[src/rtl/fsm_pkg.sv]
// Shared state encodings, counter width and helpers for the hit window monitor.
// Used by sat_counter and hit_window_monitor.
package fsm_pkg;

    localparam int CNT_W = 8;
    localparam logic [CNT_W-1:0] CNT_MAX = '1;

    typedef logic [1:0] state_t;

    localparam state_t IDLE  = 2'b00;
    localparam state_t WIN   = 2'b01;
    localparam state_t ALARM = 2'b10;

    function automatic logic [CNT_W-1:0] sat_inc(input logic [CNT_W-1:0] v);
        return (v == CNT_MAX) ? v : v + CNT_W'(1);
    endfunction

endpackage : fsm_pkg

[src/rtl/sat_counter.sv]
// Saturating CNT_W-bit event counter with synchronous clear.
// A clear together with an increment restarts the count at one.
module sat_counter
    import fsm_pkg::*;
(
    input  logic             clk,
    input  logic             rst,
    input  logic             inc,
    input  logic             clr,
    output logic [CNT_W-1:0] q
);

    logic [CNT_W-1:0] q_q;
    logic [CNT_W-1:0] q_d;

    // NOTE: every signal written here gets a default first so no latch is inferred.
    always_comb begin
        q_d = q_q;
        if (clr) begin
            q_d = inc ? CNT_W'(1) : '0;
        end else if (inc) begin
            q_d = sat_inc(q_q);
        end
    end

    // NOTE: sequential state uses non-blocking assignments only.
    always_ff @(posedge clk or negedge rst) begin
        if (!rst) begin
            q_q <= '0;
        end else begin
            q_q <= q_d;
        end
    end

    assign q = q_q;

endmodule : sat_counter

[src/rtl/hit_window_monitor.sv]
// Fixed-window hit counter raising an alarm when THRESH hits land in WINDOW cycles.
// Build option: define ALARM_STICKY_EN to hold ALARM until clr or rst.
module hit_window_monitor
    import fsm_pkg::*;
#(
    parameter int WINDOW = 16,
    parameter int THRESH = 3
) (
    input  logic             clk,
    input  logic             rst,
    input  logic             hit,
    input  logic             clr,
    output logic             alarm,
    output logic             win_exp,
    output logic [CNT_W-1:0] hit_cnt,
    output logic [CNT_W-1:0] total_hits,
    output logic             busy
);

    // The opening hit is window cycle 0, so the hit sampled with timer value t
    // belongs to window cycle t+1; the last window cycle is sampled at WINDOW-2.
    localparam logic [CNT_W-1:0] LAST_T   = CNT_W'(WINDOW - 2);
    localparam logic [CNT_W:0]   THRESH_V = (CNT_W + 1)'(THRESH);

    state_t           state_q;
    state_t           state_d;
    logic [CNT_W-1:0] timer_q;
    logic [CNT_W-1:0] timer_d;
    logic             win_exp_q;
    logic             win_exp_d;

    logic             win_clr;
    logic             win_inc;
    logic [CNT_W:0]   hits_next;
    logic             thresh_hit;
    logic             last_cycle;

    assign hits_next  = {1'b0, hit_cnt} + {{CNT_W{1'b0}}, hit};
    assign thresh_hit = (hits_next >= THRESH_V);
    assign last_cycle = (timer_q == LAST_T);

    always_comb begin
        state_d   = state_q;
        timer_d   = timer_q;
        win_exp_d = 1'b0;
        win_clr   = 1'b0;
        win_inc   = 1'b0;

        if (clr) begin
            state_d = IDLE;
            timer_d = '0;
            win_clr = 1'b1;
        end else begin
            case (state_q)
                IDLE: begin
                    if (hit) begin
                        state_d = WIN;
                        timer_d = '0;
                        win_clr = 1'b1;
                        win_inc = 1'b1;
                    end
                end

                WIN: begin
                    timer_d = timer_q + CNT_W'(1);
                    win_inc = hit;
                    // Threshold beats expiry on the last window cycle.
                    if (thresh_hit) begin
                        state_d = ALARM;
                    end else if (last_cycle) begin
                        state_d   = IDLE;
                        timer_d   = '0;
                        win_clr   = 1'b1;
                        win_inc   = 1'b0;
                        win_exp_d = 1'b1;
                    end
                end

                ALARM: begin
`ifdef ALARM_STICKY_EN
                    state_d = ALARM;
`else
                    timer_d = '0;
                    win_clr = 1'b1;
                    if (hit) begin
                        state_d = WIN;
                        win_inc = 1'b1;
                    end else begin
                        state_d = IDLE;
                    end
`endif
                end

                default: begin
                    state_d = IDLE;
                    timer_d = '0;
                    win_clr = 1'b1;
                end
            endcase
        end
    end

    always_ff @(posedge clk or negedge rst) begin
        if (!rst) begin
            state_q   <= IDLE;
            timer_q   <= '0;
            win_exp_q <= 1'b0;
        end else begin
            state_q   <= state_d;
            timer_q   <= timer_d;
            win_exp_q <= win_exp_d;
        end
    end

    sat_counter u_hit_cnt (
        .clk (clk),
        .rst (rst),
        .inc (win_inc),
        .clr (win_clr),
        .q   (hit_cnt)
    );

    // A hit sampled together with clr is discarded.
    sat_counter u_total_hits (
        .clk (clk),
        .rst (rst),
        .inc (hit & ~clr),
        .clr (clr),
        .q   (total_hits)
    );

    assign alarm   = (state_q == ALARM);
    assign busy    = (state_q == WIN) || (state_q == ALARM);
    assign win_exp = win_exp_q;

endmodule : hit_window_monitor

[config.mk]
export PLATFORM = sky130hd
export DESIGN_NAME = hit_window_monitor
export DESIGN_NICKNAME = d
export VERILOG_FILES = /design/src/rtl/fsm_pkg.sv /design/src/rtl/sat_counter.sv /design/src/rtl/hit_window_monitor.sv
export SDC_FILE = /design/constraint.sdc
export NUM_CORES = 1
export LEC_CHECK = 0
export ABC_AREA = 1
export ABC_CLOCK_PERIOD_IN_PS = 2530
export CORE_MARGIN = 2
export CORE_UTILIZATION = 40
export CTS_BUF_LIST = sky130_fd_sc_hd__clkbuf_16
export CTS_CLUSTER_DIAMETER = 60
export DETAILED_ROUTE_END_ITERATION = 10
export PLACE_DENSITY = 0.69
export SYNTH_ARGS = -nofsm -noshare
export SYNTH_HDL_FRONTEND = slang
export SYNTH_HIERARCHICAL = 1
export SYNTH_SLANG_ARGS = --single-unit
[constraint.sdc]
create_clock -name clk -period 2.53 [get_ports clk]
set_input_delay 0.253 -clock clk [delete_from_list [all_inputs] [get_ports clk]]
set_output_delay 0.253 -clock clk [all_outputs]
set_load 0.005 [all_outputs]
* After elaboration in Yosys (flattened, before gate mapping)
Index checks and enable logic that the tools add are counted.
** Storage, ports and cells
- Bits in registers :: 27
- Bits of input ports :: 4
- Output and inout port bits :: 19
- Word-level logic and storage cells :: 59
** Cells by class
- Add/subtract/negate cells :: 4
- $lt $le $gt $ge :: 1
- Equality and inequality tests :: 9
- Mux-type cells :: 30
- Bitwise logic cells :: 2
- Reduce and logical (&&, ||, !) cells :: 8
** Operators with widths (count)
- $mux 8 :: 10
- $add 8x1->8 const B :: 3
- $eq 8x8->1 const B :: 2
- $pmux 8 s2 :: 1
- $mux 1 :: 12
- $add 8x1->9 :: 1
- $ge 9x2->1 const B :: 1
- $eq 8x4->1 const B :: 1
- $mux 2 :: 4
- $pmux 2 s3 :: 1
- $reduce_and 2->1 :: 3
- $ne 4x4->1 const B :: 1
- $pmux 1 s2 :: 2
- $reduce_bool 2->1 :: 2
- $ne 3x3->1 const B :: 1
- $eq 2x1->1 const B :: 1
- $eq 2x2->1 const B :: 1
- $logic_not 2->1 :: 1
- $ne 2x1->1 const B :: 1
- $ne 2x2->1 const B :: 1
- $reduce_or 2->1 :: 1
- $and 1x1->1 :: 1
- $logic_or 1x1->1 :: 1
- $not 1->1 :: 1

* Longest topological paths before layout
- Depth after elaboration :: 7
- Gate-level depth with buffers :: 15
- Mapped depth without buffers :: 15

* Hierarchy
Netlist, hierarchy kept.
** Modules (own cells, without submodules)
- sat_counter :: instances 2, cells an instance 71, area each 520.5 um^2, seq. area each 200.2 um^2
- hit_window_monitor :: instances 1, cells an instance 121, area each 882.1 um^2, seq. area each 275.3 um^2

* Worst setup path before layout
Ideal clock, no wire load.
- Path type :: reg2reg
- From :: register u_hit_cnt.q_q[0], in the netlist u_hit_cnt/q[0]
- To :: register u_hit_cnt.q_q[5], in the netlist u_hit_cnt/q[5]
- Setup time :: 119 ps
- Arrival time :: 2072 ps
- Required time :: 2411 ps
- Setup slack :: 339 ps
- Cell stages (with the launch flop) :: 14
- Buffers on the path :: 0
- Clock period less this slack :: 2191 ps
- Cells stage by stage :: dfrtp_1 -> ha_1 -> ha_1 -> nand2_1 -> nand4_1 -> inv_1 -> nand3_2 -> nand2_1 -> a21oi_1 -> inv_1 -> nor3_1 -> nand3_1 -> nand2_1 -> nor2_1
** Between the ends
- Word-level cells in the longest chain between the ends :: 7
- Elaborated cells between the ends (all ways) :: 16
- Classes of those cells :: 2 x add/sub; 1 x order compare; 2 x eq/ne; 9 x mux; 2 x reduce/logical
** RTL lines
- start: declaration :: RTL line sat_counter.sv:13 : logic [CNT_W-1:0] q_q;
- start signal: assignment :: RTL line sat_counter.sv:31 : q_q <= q_d;
- $add 8x1->9 :: RTL line hit_window_monitor.sv:38 : assign hits_next = {1'b0, hit_cnt} + {{CNT_W{1'b0}}, hit};
- $ge 9x2->1 :: RTL line hit_window_monitor.sv:39 : assign thresh_hit = (hits_next >= THRESH_V);
- $mux 1 :: RTL line hit_window_monitor.sv:68 : if (thresh_hit) begin
- $pmux 1 s2 :: RTL line hit_window_monitor.sv:54 : case (state_q)
- $mux 1 :: RTL line hit_window_monitor.sv:49 : if (clr) begin
- named net win_inc :: RTL line hit_window_monitor.sv:33 : logic win_inc;
- $reduce_bool 2->1 (no source line)
- $reduce_and 2->1 (no source line)
The timed path passes the listed nets, and every way through them passes these cells. The select of a mux whose other input is x is not followed.
A chain may end at the register's enable or synchronous reset.

* Worst setup path after layout
Ends and elaborated chain as after synthesis.

==> PnR_summary.wiki <==
{| class="wikitable"
! Metric !! Value
|-
| Outcome || completed
|-
| CP Max Fanout || 7
|-
| Clock latency at the later pin of the worst-skew pair || 0.27 ns
|-
| Maximum vdd ir drop || 251 µV
|-
| N_diodes || 0
|-
| Die outline area || ~0.0054 mm²
|-
| Hold violation total from the final report || 0
|-
| Global placement routability congestion || approximately 0.85
|-
| Detail-routed net length per standard cell || roughly 12 µm
|-
| Number of optimization iterations in the first detailed-route pass || 4
|-
| Clock tree sinks || 27
|-
| Number of global-route vias before repair || between 1.5k and 2k
|-
| Biggest area contributors in the synthesized netlist || dfrtp_1 35%, nand2_1 16%, ha_1 7.2%
|-
| Clock tree skew after final layout || about 0.0075 ns
|-
| Gr ovfl total || 0
|-
| Port Buffers || 22
|-
| Number of design rule violations left after detail routing || 0
|-
| Count of final setup violators || 0
|-
| Final layout net count || 311
|-
| FF+latch count, synth || 27
|-
| Buffer count from post-CTS setup fixing || 0
|-
| Clock period minus worst slack || between 2 and 2.5 ns
|-
| Vias || 1761
|-
| Synth area leader || dfrtp_1
|-
| Leakage power figure || roughly 1.1 nW
|-
| Detailed Place HPWL || about 3100 µm
|-
| Synth cell types || 24
|-
| Relative area change from synthesis to final layout || 21.4%
|-
| # H-tree levels || 1
|-
| Seq/Total Area, Yosys || a little over a third
|-
| Filler cell count || 479
|-
| Fraction of the cycle the final worst path needs || a little over four fifths
|-
| Buffers from clock root to sink, at most || 2
|-
| Relative max-transition margin || between 70% and 80%
|-
| Synth Instances || approximately 260
|-
| Clock-pin slew on the worst setup and hold paths || around 0.07 ns
|-
| Die Span Y || around 73 µm
|-
| Kind of end point of the critical path || flip-flop
|-
| Cts bufs inserted || 3
|-
| Die width || 73.3 µm
|-
| GRT Resource Usage Total || about 17%
|-
| Root buffer cell || clkbuf_16
|-
| WL final || 4090 µm
|-
| Iteration-0 DRC count of the detailed router || 78
|-
| Classification of the worst-slack hold path || in2async
|-
| Maximum clock frequency || between 400 and 500 MHz
|-
| Syn Area/Cell || ~7.3 µm²
|-
| Placeable core region || about 0.0047 mm²
|-
| Site row count || 25
|-
| I/O pin count || 23
|-
| Max-cap violations || 0
|-
| Number of antenna violations at the first check in global routing || 0
|-
| Summed negative setup slack over all endpoints || 0 ns
|-
| Transition time at the pin with the least slew margin || 0.439 ns
|-
| Worst hold margin || ~0.35 ns
|-
| Net Count, Synth || 278
|-
| Crit path required time || between 2 and 3 ns
|-
| Arrival time at the worst endpoint || ~2.3 ns
|-
| Share of Yosys cell area claimed by the top area cell type || 35.1%
|-
| Detail Route Antenna Nets || 0
|-
| Power per cell area || approximately 570 mW/mm²
|-
| TritonCTS clock tree || built
|-
| Resized cells post-CTS || 0
|-
| Wire length of the first global-routing pass || slightly above 7000 µm
|-
| Initial cell density of the core || 41.0%
|-
| Number of max-slew violations in the final report || 0
|-
| # hold bufs at CTS || 0
|-
| Mapped Area || about 0.0019 mm²
|-
| Detailed-route vias per instance || slightly above 5
|-
| Setup repair after global routing missed its margin || false
|-
| Category of the worst setup path launch point || flip-flop
|-
| Largest net degree at the start of global routing || 28
|-
| Crit Path Class || reg2reg
|-
| Share of cells above drive strength 1 || about 15%
|-
| Warnings from Yosys || 6
|}
==> worst paths after layout <==
| kind | startpoint | endpoint | slack [ns] | cells after the start |
|---|---|---|---|---|
| max in group asynchronous | rst | timer_q[4] | 1.91 | 2 |
| min in group clk | u_total_hits/q[1] | u_total_hits/q[1] | 0.53 | 2 |
| setup reg to reg | u_hit_cnt/q[0] | u_hit_cnt/q[5] | 0.39 | 13 |
| setup / recovery | u_hit_cnt/q[0] | u_hit_cnt/q[5] | 0.39 | 13 |
| hold / removal | rst | u_hit_cnt/q[4] | 0.35 | 2 |
| hold reg to reg | u_total_hits/q[1] | u_total_hits/q[1] | 0.53 | 2 |
==> metrics by stage <==
| stage | cell area, µm² | instances | power, mW | util, % | setup WS [ns] |
|---|---|---|---|---|---|
| floorplan | 1920 | 263 | 0.811 | - | 0.339 |
| global placement | 2260 | 345 | 0.983 | 48.1 | 0.261 |
| detailed placement | 2260 | 345 | 0.986 | 48.1 | 0.207 |
| CTS | 2330 | 349 | 1.36 | 49.8 | 0.380 |
| global route | 2330 | 349 | 1.44 | 49.8 | 0.181 |
| finish | 2330 | 349 | 1.34 | 49.8 | 0.388 |
==> synth_stat cells (all sizes together) <==
cell type  number
nand3b          1
nor3            3
o211ai          1
inv            35
o21bai          3
a21oi          21
o21ai          12
nor2           31
clkinv          2
nand2          93
nand3          17
ha             11
xor2            4
nand4           2
dfrtp          27
==> kinds of logic (layout without fill, tap and decap cells) <==
group	Yosys count	in the layout	share of synthesized area, %
compound gates	37	37	10.9
xor+xnor	4	4	1.82
fa+ha+maj	11	11	7.16
buf+inv	37	69	7.74
flops	27	27	35.1
simple gates	147	147	37.2
==> registers in the layout (all words and copies together) (netlist names) <==
| register | count |
|---|---|
| timer_q | 8 |
| u_hit_cnt/q | 8 |
| u_total_hits/q | 8 |
| state_q | 2 |
| win_exp | 1 |
==> layer usage <==
layer | vias to the layer above | track usage [%] | part of all wire, %
met3 | 5 | 2.47 | 4.6
met1 | 819 | 22.3 | 46
li1 | 897 | - | -
met4 | 0 | 4.65 | 1.0
met2 | 40 | 28.5 | 48
met5 | - | 0 | 0
==> worst max-delay path: stages (launching register included) <==
cell,delay (ns)
dfrtp_1,0.47
ha_1,0.22
ha_1,0.27
nand2_1,0.04
nand4_1,0.10
inv_1,0.06
nand3_2,0.07
nand2_1,0.05
a21oi_1,0.17
inv_1,0.11
nor3_1,0.26
nand3_1,0.10
nand2_1,0.07
nor2_1,0.04
==> cell usage in the layout (no fill, tap or decap), types with 3 or more instances in the layout <==
master           Yosys  final
a21oi_1             21     21
buf_4                0      6
clkbuf_16            0      3
clkdlybuf4s50_1      0     22
dfrtp_1             27     27
ha_1                11     11
inv_1               29     30
inv_2                6      6
nand2_1             82     82
nand2_2              4      4
nand2_4              7      7
nand3_1             14     14
nor2_1              23     23
nor2_2               3      3
nor2_4               5      5
nor3_1               3      3
o21ai_0              3      3
o21ai_1              5      5
o21ai_2              4      4
o21bai_1             3      3
xor2_1               4      4
==> report_power, final <==
part	leakage, nW	switching [mW]	total, mW	internal, mW
registers	0.372	0.0512	0.515	0.463
logic	0.692	0.268	0.461	0.193
clock network	0.0423	0.153	0.366	0.212
total	1.11	0.473	1.34	0.868
==> area by class of cell <==
class                           count  area, µm²  area share (%)
Tap cell                           54       67.6            2.89
Multi-Input combinational cell    199       1100            47.1
Clock buffer                        3       75.1            3.22
Sequential cell                    27        676            28.9
Inverter                           37        149            6.38
Timing Repair Buffer               28        265            11.4
Clock inverter                      1       3.75           0.161
Note: power is estimated with default switching activity, not from simulation.
==> variant: new RTL, same flow settings <==
Put a register stage on the output `hit_cnt`, with the module's reset. The value now appears one clock later. The other outputs are not delayed to match.
--- a/src/rtl/hit_window_monitor.sv
+++ b/src/rtl/hit_window_monitor.sv
@@ -22,6 +22,8 @@
     localparam logic [CNT_W-1:0] LAST_T   = CNT_W'(WINDOW - 2);
     localparam logic [CNT_W:0]   THRESH_V = (CNT_W + 1)'(THRESH);
 
+    logic [CNT_W-1:0] hit_cnt_d;
+
     state_t           state_q;
     state_t           state_d;
     logic [CNT_W-1:0] timer_q;
@@ -35,7 +37,7 @@
     logic             thresh_hit;
     logic             last_cycle;
 
-    assign hits_next  = {1'b0, hit_cnt} + {{CNT_W{1'b0}}, hit};
+    assign hits_next  = {1'b0, hit_cnt_d} + {{CNT_W{1'b0}}, hit};
     assign thresh_hit = (hits_next >= THRESH_V);
     assign last_cycle = (timer_q == LAST_T);
 
@@ -117,7 +119,7 @@
         .rst (rst),
         .inc (win_inc),
         .clr (win_clr),
-        .q   (hit_cnt)
+        .q   (hit_cnt_d)
     );
 
     // A hit sampled together with clr is discarded.
@@ -133,5 +135,13 @@
     assign busy    = (state_q == WIN) || (state_q == ALARM);
     assign win_exp = win_exp_q;
 
+    always_ff @(posedge clk or negedge rst) begin
+        if (!rst) begin
+            hit_cnt <= '0;
+        end else begin
+            hit_cnt <= hit_cnt_d;
+        end
+    end
+
 endmodule : hit_window_monitor
 
Function: changed (a bounded check fails within 4 cycles, from zero or initial values and one cycle with rst low).
==> variant against the unedited design <==
Global-route usage shrank 1.2 points. Cell area up 13%. Sequential cell count is 8 higher. Synthesized area up 10%. Routed wire length rose by 2.7%. Setup slack worse by 67 ps. Power up 22%.
==> variant: results (changes against the unedited design) <==
- IO Port Bufs: 22 (unchanged)
- GPL Wtd Cong: 0.901 (was 0.854)
- DP HPWL: 3170 um (was 3070 um)
- Largest net degree at the start of global routing: 36 (was 28)
- ANT cells: 0 (unchanged)
- Vias: 1756 (was 1761)
- CTS root buffer: clkbuf_16 (unchanged)
- Leakage: 1.26 nW (was 1.11 nW)
- Synth warn: 6 (unchanged)
- Worst-path clk slew: 50 ps (was 70 ps)
- Register area share after synthesis: 41.3% (was 35.1%)
- Total CTS buffers: 5 (was 3)
- Worst R2R Path Depth: 14 (was 13)
- CP max stage cell: clkdlybuf4s50_1 (was dfrtp_1)
- Top_reg_cell synth: dfrtp_1 (unchanged)
- Iter 0 DRT Violations: 101 (was 78)
- Area contributors post-synth: dfrtp_1, nand2_1, ha_1 (unchanged)
- Critical path peak fanout: 5 (was 7)
- All-Layer GR Usage: 15.5% (was 16.8%)
- Distinct cells, synth: 26 (was 24)
- Slew HR: 70.4% (was 70.6%)
- Reg power frac: 38.3% (was 38.4%)
- CTS H-tree depth: 2 (was 1)
- Arr. time, crit path: 2380 ps (was 2300 ps)
- Layout cell share with drive strength beyond 1: 16.3% (was 14.6%)
- Placed Cells: 363 (was 345)
- Nets: 315 (was 311)
- Global-route wire length before repair: 7270 um (was 7130 um)
- DR WL/cell: 11.3 um (was 11.7 um)
- Worst Clk Skew: 2.98 ps (was 7.48 ps)
- Number of global-route vias before repair: 1605 (was 1629)
- Antenna violations before repair: 0 (unchanged)
- Post-CTS resize count: 0 (unchanged)
- Post-synth top cells: nand2_1, dfrtp_1, inv_1 (was nand2_1, inv_1, dfrtp_1)
- Post-Syn Nets: 280 (was 278)
- Mapped Cells: 265 (was 263)
- Status: finished clean (unchanged)
- Synth async-reset ratio: 100% (unchanged)
- Slowest stage delay, CP: 490 ps (was 470 ps)
- Layout Cells excl Fill: 371 (was 349)
- Switch Pwr: 0.448 mW (was 0.473 mW)
- VDD IR max: 0.000286 V (was 0.000251 V)
==> variant: changes by cell type in the layout (fill, tap and decap cells not counted), sizes merged, moves of 2 or more <==
cell | before | now
o21ai | 12 | 10
nand2 | 93 | 88
dfrtp | 27 | 35
inv | 36 | 33
clkbuf | 3 | 5
clkinv | 2 | 5
==> variant: worst max-delay path, delay by kind of cell <==
family                   cells  cell delay, ps
AND/OR/NAND/NOR              6             440
adder cells (fa/ha/maj)      2             480
AO/OA/AOI/OAI                3             480
buffers and inverters        4             730
==> variant: final timing paths <==
| path | startpoint | to | slack [ps] |
|---|---|---|---|
| max | hit | u_hit_cnt/q[7] | 320 |
| min | rst | u_total_hits/q[7] | 380 |
| max reg2reg | u_hit_cnt/q[0] | u_hit_cnt/q[7] | 340 |
| min reg2reg | u_hit_cnt/q[7] | hit_cnt[7] | 460 |
| max in group asynchronous | rst | win_exp | 1830 |
| min in group clk | u_hit_cnt/q[7] | hit_cnt[7] | 460 |
==> variant: power groups by stage <==
| stage | Combinational (mW) | Sequential [mW] | Clock [mW] |
|---|---|---|---|
| after floorplan | 0.213 | 0.627 | 0 |
| after global placement | 0.328 | 0.635 | 0 |
| after detailed placement | 0.330 | 0.636 | 0 |
| after CTS | 0.335 | 0.626 | 0.690 |
| after global routing | 0.375 | 0.632 | 0.720 |
| final | 0.331 | 0.625 | 0.675 |
==> variant: area by class of cell <==
class | count | area (sq um)
clock buffers | 5 | 125
clock inverters | 3 | 38.8
fillers | 510 | 2470
inverters | 36 | 145
multi-input cells | 193 | 1090
flip-flops and latches | 35 | 876
well taps | 70 | 87.6
repair buffers | 29 | 273
==> variant: layer usage <==
layer,routed length [um],global-route usage [%],vias up
li1,-,-,909
met1,1940,19.6,797
met2,2020,25.0,41
met3,131,3.06,9
met4,104,8.55,0
met5,0,0,-
==> variant: logic make-up (layout without fill, tap and decap cells) <==
group | count (synthesis) | after routing | synth area share [%]
AND/OR/NAND/NOR | 142 | 142 | 33.1
adder cells (fa/ha/maj) | 11 | 11 | 6.50
AO/OA/AOI/OAI | 35 | 35 | 9.75
buffers and inverters | 37 | 73 | 7.21
XOR/XNOR | 5 | 5 | 2.07
flip-flops | 35 | 35 | 41.3
==> variant: stage by stage <==
step / setup WS [ps] / cell area [sq um] / hold slack [ps]
after floorplan: 315 / 2120 / -42.6
after global placement: 156 / 2470 / 459
after detailed placement: 59.4 / 2470 / 449
after CTS: 341 / 2640 / 403
after global routing: 202 / 2640 / 432
final: 321 / 2640 / 384
